File: config.mk
export PLATFORM = sky130hd
export DESIGN_NAME = uart_link_arbiter
export DESIGN_NICKNAME = d
export VERILOG_FILES = /design/src/rtl/uart_arb_pkg.sv /design/src/rtl/uart_arb_chan_buf.sv /design/src/rtl/uart_link_arbiter.sv
export SDC_FILE = /design/constraint.sdc
export NUM_CORES = 1
export LEC_CHECK = 0
export ABC_AREA = 1
export CAP_MARGIN = 20
export CORE_ASPECT_RATIO = 0.9
export CORE_MARGIN = 3
export CORE_UTILIZATION = 41
export CTS_BUF_LIST = sky130_fd_sc_hd__clkbuf_8
export DETAILED_ROUTE_END_ITERATION = 6
export PLACE_DENSITY = 0.65
export SETUP_SLACK_MARGIN = 0.1
export SYNTH_ARGS = -nofsm -noshare
export SYNTH_HDL_FRONTEND = slang
export SYNTH_HIERARCHICAL = 1
export SYNTH_SLANG_ARGS = --single-unit
File: constraint.sdc
create_clock -name clk_sis -period 2 [get_ports clk_sis]
set_input_delay 0.4 -clock clk_sis [delete_from_list [all_inputs] [get_ports clk_sis]]
set_output_delay 0.4 -clock clk_sis [all_outputs]
set_load 0.02 [all_outputs]
File: src/rtl/uart_arb_pkg.sv
// Shared types and constants for the two-channel UART transmit arbiter.
// Holds the sequencer states, the channel id type and counter-width helper.
package uart_arb_pkg;

  localparam int DATA_W_DEF         = 8;
  localparam int TIMEOUT_CYCLES_DEF = 2048;
  localparam int GAP_CYCLES_DEF     = 16;

  typedef enum logic [2:0] {
    ST_IDLE,
    ST_ARM,
    ST_START,
    ST_WAIT,
    ST_GAP
  } arb_state_t;

  typedef logic chan_id_t;

  // Width of a counter that runs 0 .. n-1.
  function automatic int cnt_w(input int n);
    return (n < 2) ? 1 : $clog2(n);
  endfunction

endpackage

File: src/rtl/uart_arb_chan_buf.sv
// One-entry byte holding register for one arbiter channel.
// Latency: byte visible on buf_data the cycle after the accepting edge.
// Backpressure: wr_ready low while full; emptied only by the free strobe.
module uart_arb_chan_buf
  import uart_arb_pkg::*;
#(
  parameter int DATA_W = DATA_W_DEF
) (
  input  logic              clk_sis,
  input  logic              rst,
  input  logic              wr_valid,
  input  logic [DATA_W-1:0] wr_data,
  output logic              wr_ready,
  output logic              full,
  output logic [DATA_W-1:0] buf_data,
  input  logic              free
);

  logic              full_q;
  logic [DATA_W-1:0] data_q;

  always_ff @(posedge clk_sis) begin
    if (rst) begin
      full_q <= 1'b0;
      data_q <= '0;
    end else if (free) begin
      full_q <= 1'b0;
    end else if (wr_valid && !full_q) begin
      full_q <= 1'b1;
      data_q <= wr_data;
    end
  end

  assign wr_ready = !full_q;
  assign full     = full_q;
  assign buf_data = data_q;

endmodule

File: src/rtl/uart_link_arbiter.sv
// Round-robin sharing of one UART TX between two byte channels, with watchdog.
// Latency: accept -> tx_start three cycles later on an idle TX; UART_ARB_GAP_EN adds an idle gap per frame.
// Backpressure: per-channel ready drops while its byte is buffered; held in ARM while tx_busy.
module uart_link_arbiter
  import uart_arb_pkg::*;
#(
  parameter int DATA_W         = DATA_W_DEF,
  parameter int TIMEOUT_CYCLES = TIMEOUT_CYCLES_DEF
`ifdef UART_ARB_GAP_EN
  ,
  parameter int GAP_CYCLES     = GAP_CYCLES_DEF
`endif
) (
  input  logic              clk_sis,
  input  logic              rst,
  input  logic              req0_valid,
  input  logic [DATA_W-1:0] req0_data,
  output logic              req0_ready,
  input  logic              req1_valid,
  input  logic [DATA_W-1:0] req1_data,
  output logic              req1_ready,
  output logic              tx_start,
  output logic [DATA_W-1:0] tx_data,
  input  logic              tx_busy,
  input  logic              tx_done,
  output logic              grant_id,
  output logic              active,
  output logic              timeout_err,
  output logic              err_sticky,
  output logic [7:0]        frame_cnt0,
  output logic [7:0]        frame_cnt1
);

  localparam int WD_W = cnt_w(TIMEOUT_CYCLES);
`ifdef UART_ARB_GAP_EN
  localparam int GAP_W = cnt_w(GAP_CYCLES);
  localparam arb_state_t FRAME_END = ST_GAP;
`else
  localparam arb_state_t FRAME_END = ST_IDLE;
`endif

  arb_state_t        state_q, state_d;
  logic              full0, full1;
  logic [DATA_W-1:0] data0, data1;
  logic              free0, free1;
  logic              load, done_evt, abort_evt;
  chan_id_t          pick, grant_q, last_grant_q;
  logic [WD_W-1:0]   wd_q;
  logic              wd_expired;
  logic [DATA_W-1:0] tx_data_q;
  logic              err_sticky_q;
  logic [7:0]        cnt0_q, cnt1_q;

  uart_arb_chan_buf #(.DATA_W(DATA_W)) u_buf0 (
    .clk_sis  (clk_sis),
    .rst      (rst),
    .wr_valid (req0_valid),
    .wr_data  (req0_data),
    .wr_ready (req0_ready),
    .full     (full0),
    .buf_data (data0),
    .free     (free0)
  );

  uart_arb_chan_buf #(.DATA_W(DATA_W)) u_buf1 (
    .clk_sis  (clk_sis),
    .rst      (rst),
    .wr_valid (req1_valid),
    .wr_data  (req1_data),
    .wr_ready (req1_ready),
    .full     (full1),
    .buf_data (data1),
    .free     (free1)
  );

  assign wd_expired = (wd_q == WD_W'(TIMEOUT_CYCLES - 1));

`ifdef UART_ARB_GAP_EN
  logic [GAP_W-1:0] gap_q;

  always_ff @(posedge clk_sis) begin
    if (rst || state_q != ST_GAP) gap_q <= '0;
    else                          gap_q <= gap_q + 1'b1;
  end
`endif

  always_comb begin
    state_d   = state_q;
    load      = 1'b0;
    done_evt  = 1'b0;
    abort_evt = 1'b0;
    // With both channels waiting, the one not served last goes next.
    pick      = (full0 && full1) ? ~last_grant_q : full1;
    case (state_q)
      ST_IDLE: begin
        if (full0 || full1) begin
          load    = 1'b1;
          state_d = ST_ARM;
        end
      end
      ST_ARM:   if (!tx_busy) state_d = ST_START;
      ST_START: state_d = ST_WAIT;
      ST_WAIT: begin
        // A done arriving on the expiry cycle still counts as a good frame.
        if (tx_done) begin
          done_evt = 1'b1;
          state_d  = FRAME_END;
        end else if (wd_expired) begin
          abort_evt = 1'b1;
          state_d   = FRAME_END;
        end
      end
`ifdef UART_ARB_GAP_EN
      ST_GAP:   if (gap_q == GAP_W'(GAP_CYCLES - 1)) state_d = ST_IDLE;
`endif
      default:  state_d = ST_IDLE;
    endcase
  end

  assign free0 = (done_evt || abort_evt) && (grant_q == 1'b0);
  assign free1 = (done_evt || abort_evt) && (grant_q == 1'b1);

  always_ff @(posedge clk_sis) begin
    if (rst) begin
      state_q      <= ST_IDLE;
      grant_q      <= 1'b0;
      last_grant_q <= 1'b1;
      tx_data_q    <= '0;
      wd_q         <= '0;
      err_sticky_q <= 1'b0;
      cnt0_q       <= 8'd0;
      cnt1_q       <= 8'd0;
    end else begin
      state_q <= state_d;
      if (load) begin
        grant_q   <= pick;
        tx_data_q <= pick ? data1 : data0;
      end
      if (state_q == ST_START)     wd_q <= '0;
      else if (state_q == ST_WAIT) wd_q <= wd_q + 1'b1;
      if (done_evt || abort_evt) last_grant_q <= grant_q;
      if (abort_evt) err_sticky_q <= 1'b1;
      if (done_evt) begin
        if (grant_q) cnt1_q <= cnt1_q + 8'd1;
        else         cnt0_q <= cnt0_q + 8'd1;
      end
    end
  end

  assign tx_start    = (state_q == ST_START) && !rst;
  assign timeout_err = abort_evt && !rst;
  assign tx_data     = tx_data_q;
  assign grant_id    = grant_q;
  assign active      = (state_q != ST_IDLE);
  assign err_sticky  = err_sticky_q;
  assign frame_cnt0  = cnt0_q;
  assign frame_cnt1  = cnt1_q;

endmodule

==> impl_results.md, run 1 <==
* Status: finished clean
* Biggest area consumer among synthesized cells: dfxtp_1
* Crit path max-delay family: simple AND/OR/NAND/NOR gates
* Synth Area in Compound Gates at 12.04%
* Post-synthesis cell count at 394
* Clk sinks at 58
* Post-CTS setup buffer count at 0
* Cts hold-fix bufs at 0
* Fraction of registers with async set/reset at 0%
* Simple-Gate Fraction of Synth Area at 32.37%
* Die span in y at 83.89 µm
* CTS tree: built
* Minimum clock period at 1.860 ns
* CP Data Required Time at 1.60 ns
* Layout cell share with drive strength beyond 1 at 12.61%
* Maximum root-to-sink buffer count at 2
* Clk_skew at 0.006320 ns
* Vias at 2,689
* Slowest library cell on the worst path: dfxtp_2
* Layout Area Growth over Synthesis at 33.77%
* Mux cell area share after synthesis at 0%
* Nets at 500
* Row Count at 27
* Post-route insts no fill at 563
* Final slew viol count at 0
* Routed wire length per instance at 11.12 µm
* Dpl cell area at 0.003527 mm²
* CTS Buf Count at 9
* Slew at the pin closest to its max-slew limit at 0.5720 ns
* Leakage at 1.612 nW
* Core Util, Final at 58.53%
* Post-synthesis adder-cell area fraction at 3.169%
* Syn avg cell area at 7.015 µm²
* Hold WS at 0.4436 ns
* Die area at 0.007764 mm²
* GPL Wtd Cong at 0.8007
* DRC at 0
* Crit Path Max Fanout at 2
* Critical Path Sink Type: output port
* Post-synthesis xor/xnor area fraction at 0.6338%
* Initial DRT Pass Iterations at 4
* Number of global-route vias before repair at 2,422
* RSZ-0062 raised after global routing: true
* H-tree levels at 3
* Cells along the critical path: ha_1, nand2_1, nor2_2, nand4_1, nor2_1, buf_4
* Syn_nets at 423
* Largest net degree at the start of global routing at 22
* DRT Wirelength at 6258 µm
* CP peak stage delay at 0.34 ns
* Synth Flop Type: dfxtp_1
* Post-Layout Inst Area at 0.003697 mm²
* Multi-input gate area at 0.001344 mm²
* Worst skew pair latency at 0.33 ns
* Largest family of logic cells by synthesized area: simple AND/OR/NAND/NOR gates
* Critical path arrival at 1.46 ns
* F_max at 0.5376 GHz
* GR Overflow Total at 0
* Root buf cell: clkbuf_8
* Main area contributors after synthesis: dfxtp_1, nand2_1, inv_1
* Final ANT Viol Nets at 0
* Final period utilization at 93.01%
* CP Launch Type: register
* EDFF count, synth at 0
* Crit Path Category: register to output port
* Die extent in x at 92.55 µm
* Max Cap Viol at 0
* Total track usage at 17.35%
* Endpoints failing hold at 0
* CTS clk-pin slew, worst paths at 0.06 ns
* Worst Path Buf+Inv at 1
* Power per cell area at 857.3 mW/mm²
* Initial Util at 43.75%
* Rel. slew slack at 61.75%
* First-pass GRT wire length at 10,920 µm
* Fillers at 636
* ANT cells at 0
* Vias/cell at 4.776
* Initial antenna violation count at 0
* Ys Warns at 6
* Peak supply drop at 0.4601 mV
* Library cells used by synthesis at 29
* Final-report setup violation count at 0
* Inst Count DP at 547
* I/O pins at 53
* Port buffer count at 52
* Min-Delay Path Class: register to register
* Core area at 0.006317 mm²
* Sequential Area at 0.001162 mm²
* Setup_tns at 0 ns
* Post-synthesis sequential area ratio at 42.01%
* Netlist Area Pre-Place at 0.002764 mm²
* HPWL Detailed at 4577 µm
* Yosys top cell area share at 42.01%
* Post-synthesis register bit count at 58
* Initial DRC count at 129
-- flip-flops by register name, indices dropped and copies added, names as in the netlist, 2 cells and up --
name and count:
state_q 2, frame_cnt1 8, u_buf1/buf_data 8, tx_data 8, wd_q 11, frame_cnt0 8, u_buf0/buf_data 8
-- through the flow --
| stage | setup slack (ns) | power, mW |
|---|---|---|
| after floorplan | 0.1944 | 1.912 |
| after global placement | -0.2963 | 2.293 |
| after detailed placement | -0.2917 | 2.305 |
| after CTS | 0.09831 | 3.202 |
| after global routing | 0.01956 | 3.380 |
| final | 0.1398 | 3.170 |
-- cell families after synthesis --
| family | Yosys count |
|---|---|
| AND/OR/NAND/NOR | 200 |
| flip-flops | 58 |
| AO/OA/AOI/OAI | 64 |
| XOR/XNOR | 2 |
| buffers and inverters | 63 |
| adder cells (fa/ha/maj) | 7 |
-- worst register-to-register path: stages, from the launching register on --
cell,delay (ns)
dfxtp_2,0.34
ha_1,0.16
nand2_1,0.07
nor2_2,0.12
nand4_1,0.14
buf_4,0.18
nand2_1,0.05
nand2_1,0.06
inv_1,0.12
nor2_4,0.05
buf_12,0.15
a21oi_1,0.13
nor2_1,0.07
-- area by class of cell --
cell class,count,area share (%)
multi-input combinational,273,36.35
sequential,58,31.44
timing repair buffer,76,19.36
inverter,53,5.482
clock buffer,10,3.723
tap,87,2.944
clock inverter,6,0.7107
-- cells in the final DEF, fill, tap and decap left out, types with 7 or more instances in the layout --
cell type,instances
buf_4,23
nor3_1,9
inv_1,53
clkbuf_8,10
clkdlybuf4s50_1,48
o21ai_0,17
a31oi_1,8
nor2_1,48
nand2_1,88
nand3_1,31
nor2_2,7
dfxtp_1,57
ha_1,7
a21oi_1,36
-- power by group --
part / switching (mW) / total (mW) / internal (mW)
clock network: 0.439 / 0.902 / 0.463
logic: 0.502 / 0.908 / 0.407
registers: 0.0816 / 1.36 / 1.28
-- layer usage --
layer	wire, µm	global-route usage [%]
met1	3152	23.63
met2	2696	26.22
met3	360	6.132
met4	48	4.049
met5	0	0
-- worst paths after layout --
check	startpoint	end	slack, ns	cells after the start
setup reg to reg	wd_q[0]	u_buf1/buf_data[3]	0.26	12
hold / removal	wd_q[8]	wd_q[8]	0.44	2
hold reg to reg	wd_q[8]	wd_q[8]	0.44	2
setup / recovery	wd_q[0]	timeout_err	0.14	6
-- synthesized netlist by cell type, types with 2 or more instances --
master	count
dfxtp_1	58
ha_1	7
nand3b_1	2
nor3_2	2
nor3_1	9
nand2_1	88
inv_1	51
clkbuf_1	2
xor2_1	2
a31oi_1	8
nand3_1	31
nor2_2	4
nor2_4	4
nand4_1	4
buf_6	4
a21oi_1	37
nor2_1	51
buf_2	3
o21ai_0	17
-- what timing repair did --
| item | in CTS | in global routing |
|---|---|---|
| endpoints found under the setup margin | 3 | 22 |
| pin swaps | 0 | 1 |
| resized for setup | 11 | 8 |
Power figures use the tool's default switching activity.
==> inputs of run 2 (changes only) <==
==> constraint.sdc (replaced) <==
create_clock -name clk_sis -period 2 [get_ports clk_sis]
set_input_delay 0.4 -clock clk_sis [delete_from_list [all_inputs] [get_ports clk_sis]]
set_output_delay 0.4 -clock clk_sis [all_outputs]
set_load 0.005 [all_outputs]
==> impl_results.md, run 2 (same netlist as run 1, synthesis figures left out) <==
* Status: finished clean
* Slowest library cell on the worst path: dfxtp_2
* GPL Wtd Cong at 0.8076
* First-pass GRT wire length at 11,140 µm
* Number of global-route vias before repair at 2,520
* Initial DRT Pass Iterations at 4
* CP Launch Type: register
* CP Data Required Time at 1.60 ns
* R2r setup slk at 0.31 ns
* Routed wire length per instance at 11.79 µm
* Layout Area Growth over Synthesis at 37.66%
* CTS clk-pin slew, worst paths at 0.06 ns
* Worst skew pair latency at 0.33 ns
* Fillers at 600
* F_max at 0.5401 GHz
* Die extent in x at 92.55 µm
* Hold Path Origin: wd_q[8]
* Maximum root-to-sink buffer count at 2
* Crit path max-delay family: flip-flops
* Max Cap Viol at 0
* Total track usage at 17.75%
* Rel. slew slack at 56.16%
* RSZ-0062 raised after global routing: true
* Hold depth at 2
* Setup_tns at 0 ns
* DRT Wirelength at 6652 µm
* Crit Path Max Fanout at 2
* Core Util, Final at 60.23%
* Minimum clock period at 1.852 ns
* Slew at the pin closest to its max-slew limit at 0.6556 ns
* Critical path arrival at 1.45 ns
* Critical Path Sink Type: output port
* Initial Util at 43.75%
* Row Count at 27
* Layout cell share with drive strength beyond 1 at 16.98%
* Hold Path Sink: wd_q[8]
* I/O pins at 53
* R2R cell count at 7
* Core area at 0.006317 mm²
* Cells along the critical path: ha_4, inv_1, nor2_2, nand4_1, buf_4, nor2_4, buf_2
* Port buffer count at 52
* Vias/cell at 4.794
* Min-Delay Path Class: register to register
* Commonest cells after routing, fill and taps aside: nand2_1, dfxtp_1, inv_1, clkdlybuf4s50_1, nor2_1
* ANT cells at 0
* Worst Path Buf+Inv at 3
* HPWL Detailed at 4666 µm
* Clk_skew at 0.004548 ns
* CP peak stage delay at 0.35 ns
* Final-report setup violation count at 0
* Vias at 2,704
* GR Overflow Total at 0
* Initial DRC count at 151
* H-tree levels at 3
* Nets at 501
* CTS Buf Count at 9
* Leakage at 1.613 nW
* Final slew viol count at 0
* Root buf cell: clkbuf_8
* Crit Path Category: register to output port
* Most common cell after layout, fill and taps aside: nand2_1
* DRC at 0
* Reg2reg start: state_q[0]
* Initial antenna violation count at 0
* End of the worst register-to-register path: tx_data[4]
* Largest register FFs at 11
* Largest net degree at the start of global routing at 22
* Die area at 0.007764 mm²
* Clk sinks at 58
* Cts hold-fix bufs at 0
* Power per cell area at 828.6 mW/mm²
* Peak supply drop at 0.5090 mV
* Die span in y at 83.89 µm
* Endpoints failing hold at 0
* Final period utilization at 92.58%
* Final ANT Viol Nets at 0
* Biggest register: wd_q
* CTS tree: built
-- run 2: changes by cell type in the layout (fill, tap and decap cells not counted), moves of 4 or more --
| cell | before | now |
|---|---|---|
| a21oi_1 | 36 | 28 |
| a21oi_2 | 1 | 9 |
| dfxtp_1 | 57 | 53 |
| dfxtp_2 | 1 | 5 |
| ha_1 | 7 | 3 |
-- run 2: power by group --
group / internal (mW) / switching, mW
logic: 0.433 / 0.435
clock network: 0.462 / 0.444
registers: 1.28 / 0.0965
-- run 2: worst max path at each step --
stage                     startpoint                 end  slack (ns)  depth (start not counted)
final                     state_q[1]         timeout_err        0.15                          7
after global routing         wd_q[0]         timeout_err        0.05                          7
after floorplan           state_q[0]  u_buf0/buf_data[0]        0.19                          9
after detailed placement     tx_done         timeout_err       -0.19                          5
after global placement       tx_done         timeout_err       -0.19                          5
after CTS                    wd_q[1]         timeout_err       -0.02                          7
-- run 2: timing repair --
action / 4_1_cts / 5_1_grt
pin swaps: 8 / 10
buffers inserted: 7 / 4
endpoints found under the setup margin: 3 / 19
gates resized for setup: 29 / 15
cloned: 1 / 0
-- run 2: tightest hold or removal path: stages, from the launching register on --
cell	delay, ns
dfxtp_1	0.31
inv_1	0.05
a21oi_1	0.06
-- run 2: area by class of cell --
| type | count | area (µm²) | share of cell area [%] |
|---|---|---|---|
| inverters | 53 | 198.9 | 5.229 |
| repair buffers | 77 | 739.5 | 19.43 |
| clock buffers | 10 | 137.6 | 3.617 |
| well taps | 87 | 108.9 | 2.861 |
| flip-flops and latches | 58 | 1167 | 30.68 |
| clock inverters | 6 | 26.28 | 0.6906 |
| multi-input cells | 273 | 1426 | 37.49 |
-- run 2: per-stage QoR --
| step | cells | cell area, µm² | hold WS, ns | setup slack [ns] | power (mW) |
|---|---|---|---|---|---|
| global placement | 540 | 3475 | 0.4453 | -0.1935 | 2.180 |
| global route | 564 | 3805 | 0.5047 | 0.05206 | 3.347 |
| floorplan | 394 | 2764 | 0.4276 | 0.1946 | 1.821 |
| finish | 564 | 3805 | 0.4630 | 0.1483 | 3.153 |
| CTS | 563 | 3780 | 0.4598 | -0.02015 | 3.153 |
| detailed placement | 540 | 3475 | 0.4495 | -0.1897 | 2.192 |
-- run 2: metal layers --
metal | global-route usage, % | up-vias | share of wire, % | wire (µm)
met5 | 0 | - | 0 | 0
met4 | 4.993 | 0 | 1.1 | 71
met3 | 6.312 | 8 | 5.1 | 337
met2 | 27.80 | 56 | 45 | 3004
met1 | 22.99 | 1219 | 49 | 3238
li1 | - | 1421 | - | -
==> inputs of run 3 (changes only) <==
Settings changed: CELL_PAD_IN_SITES_DETAIL_PLACEMENT set to 1, CELL_PAD_IN_SITES_GLOBAL_PLACEMENT set to 2, CORE_MARGIN 3 to not set, CORE_UTILIZATION 41 to 29, PLACE_DENSITY 0.65 to 0.81.
==> impl_results.md, run 3 (same netlist as run 1, synthesis figures left out) <==
* Status: finished clean
* Post-Layout Inst Area at 0.003849 mm²
* Core Util, Final at 41.99%
* Total track usage at 15.66%
* Layout cell share with drive strength beyond 1 at 16.21%
* Nets at 501
* Rel. slew slack at 63.51%
* Post-route insts no fill at 597
* Number of global-route vias before repair at 2,736
* CP Launch Type: register
* Largest net degree at the start of global routing at 18
* Critical path arrival at 1.53 ns
* Power per cell area at 866.9 mW/mm²
* Final slew viol count at 0
* Final ANT Viol Nets at 0
* GRT Max-Usage Layer: met2
* Clk_skew at 0.007516 ns
* Hold Path Sink: wd_q[8]
* Core area at 0.009166 mm²
* Hold Path Origin: wd_q[8]
* Worst Path Buf+Inv at 2
* Root buf cell: clkbuf_8
* Vias at 2,731
* Reg2reg start: wd_q[1]
* Final period utilization at 96.45%
* Cells along the critical path: ha_4, nand2_2, nor2_2, nand4_1, buf_4, nor2_4, buf_2
* Worst skew pair latency at 0.34 ns
* Hold WS at 0.4542 ns
* HPWL Detailed at 5475 µm
* Slowest library cell on the worst path: dfxtp_2
* Largest register FFs at 11
* R2r setup slk at 0.23 ns
* Layout Area Growth over Synthesis at 39.25%
* Crit path max-delay family: simple AND/OR/NAND/NOR gates
* Critical Path Sink Type: output port
* First-pass GRT wire length at 12,300 µm
* Slew at the pin closest to its max-slew limit at 0.5468 ns
* Port buffer count at 52
* Dpl ws at -0.2416 ns
* Min-Delay Path Class: register to register
* Peak supply drop at 0.4483 mV
* Most common cell after layout, fill and taps aside: nand2_1
* Crit Path Max Fanout at 3
* Final-report setup violation count at 0
* Setup WS post-layout at 0.07104 ns
* Leakage at 1.613 nW
* Met3 global-route usage at 3.727%
* Clk sinks at 58
* Routed wire length per instance at 12.28 µm
* Inst Count DP at 579
* Row Count at 33
* Met2 usage at 27.37%
* Die span in y at 94.62 µm
* Die area at 0.009926 mm²
* Initial DRC count at 52
* Initial Util at 30.15%
* DRT Wirelength at 7333 µm
* I/O pins at 53
* Die extent in x at 104.9 µm
* Initial antenna violation count at 0
* R2R cell count at 11
* Commonest cells after routing, fill and taps aside: nand2_1, dfxtp_1, inv_1, clkdlybuf4s50_1, nor2_1
* Maximum root-to-sink buffer count at 2
* Vias/cell at 4.575
* Crit Path Category: register to output port
* Dpl cell area at 0.003548 mm²
* Endpoints failing hold at 0
* Hold depth at 2
* RSZ-0062 raised after global routing: true
* CTS clk-pin slew, worst paths at 0.06 ns
* CP peak stage delay at 0.35 ns
* CTS Buf Count at 9
* F_max at 0.5184 GHz
* GPL Wtd Cong at 0.7528
* End of the worst register-to-register path: u_buf0/buf_data[5]
* CTS tree: built
* H-tree levels at 3
* Worst Setup SP: wd_q[1]
* Max Cap Viol at 0
* Grt met1 use at 18.62%
* CP Data Required Time at 1.60 ns
* Biggest register: wd_q
* ANT cells at 0
* Minimum clock period at 1.929 ns
* Initial DRT Pass Iterations at 4
* DRC at 0
* GR Overflow Total at 0
==> run 3: power breakdown <==
part | internal (mW) | total (mW) | switching [mW] | leakage (nW)
Sequential | 1.28 | 1.37 | 0.0908 | 0.476
Clock | 0.625 | 1.08 | 0.452 | 0.101
Combinational | 0.439 | 0.887 | 0.448 | 1.04
==> run 3: final cells by class <==
cell class	count	area [µm²]
Clock buffer	11	151.4
Clock inverter	3	40.04
Fill cell	1181	5318
Inverter	53	198.9
Multi-Input combinational cell	273	1395
Sequential cell	58	1167
Tap cell	122	152.6
Timing Repair Buffer	77	743.2
==> run 3: worst reg2reg max path: cells and delay by family, from the launching register on <==
| family | cells | cell delay, ns |
|---|---|---|
| buffers and inverters | 3 | 0.50 |
| AND/OR/NAND/NOR | 5 | 0.43 |
| flip-flops | 1 | 0.35 |
| AO/OA/AOI/OAI | 2 | 0.25 |
| adder cells (fa/ha/maj) | 1 | 0.15 |
==> run 3: per-layer routing <==
layer	vias up	wire (µm)
met5	-	0
met4	0	90
met1	1255	3518
met3	10	272
met2	44	3451
li1	1422	-
==> run 3: per-stage QoR <==
step / TNS (ns) / total power [mW]
6_report: 0 / 3.336
5_1_grt: 0 / 3.546
4_1_cts: -0.01391 / 3.354
3_5_place_dp: -1.877 / 2.252
3_3_place_gp: -1.215 / 2.220
2_1_floorplan: 0 / 1.821
==> run 3: worst max-delay path by stage <==
stage	end	slack, ns	cells after the start
2_1_floorplan	u_buf0/buf_data[0]	0.19	9
3_3_place_gp	timeout_err	-0.23	5
4_1_cts	timeout_err	-0.01	6
3_5_place_dp	timeout_err	-0.24	5
6_report	timeout_err	0.07	7
5_1_grt	timeout_err	0.02	7
==> run 3: timing repair <==
action,CTS,global route
gates resized for setup,12,19
pin swaps,2,6
setup endpoints to repair,3,18
setup buffers,1,3
endpoints found under the hold margin,0,0
gates cloned,0,1
hold buffers,0,0
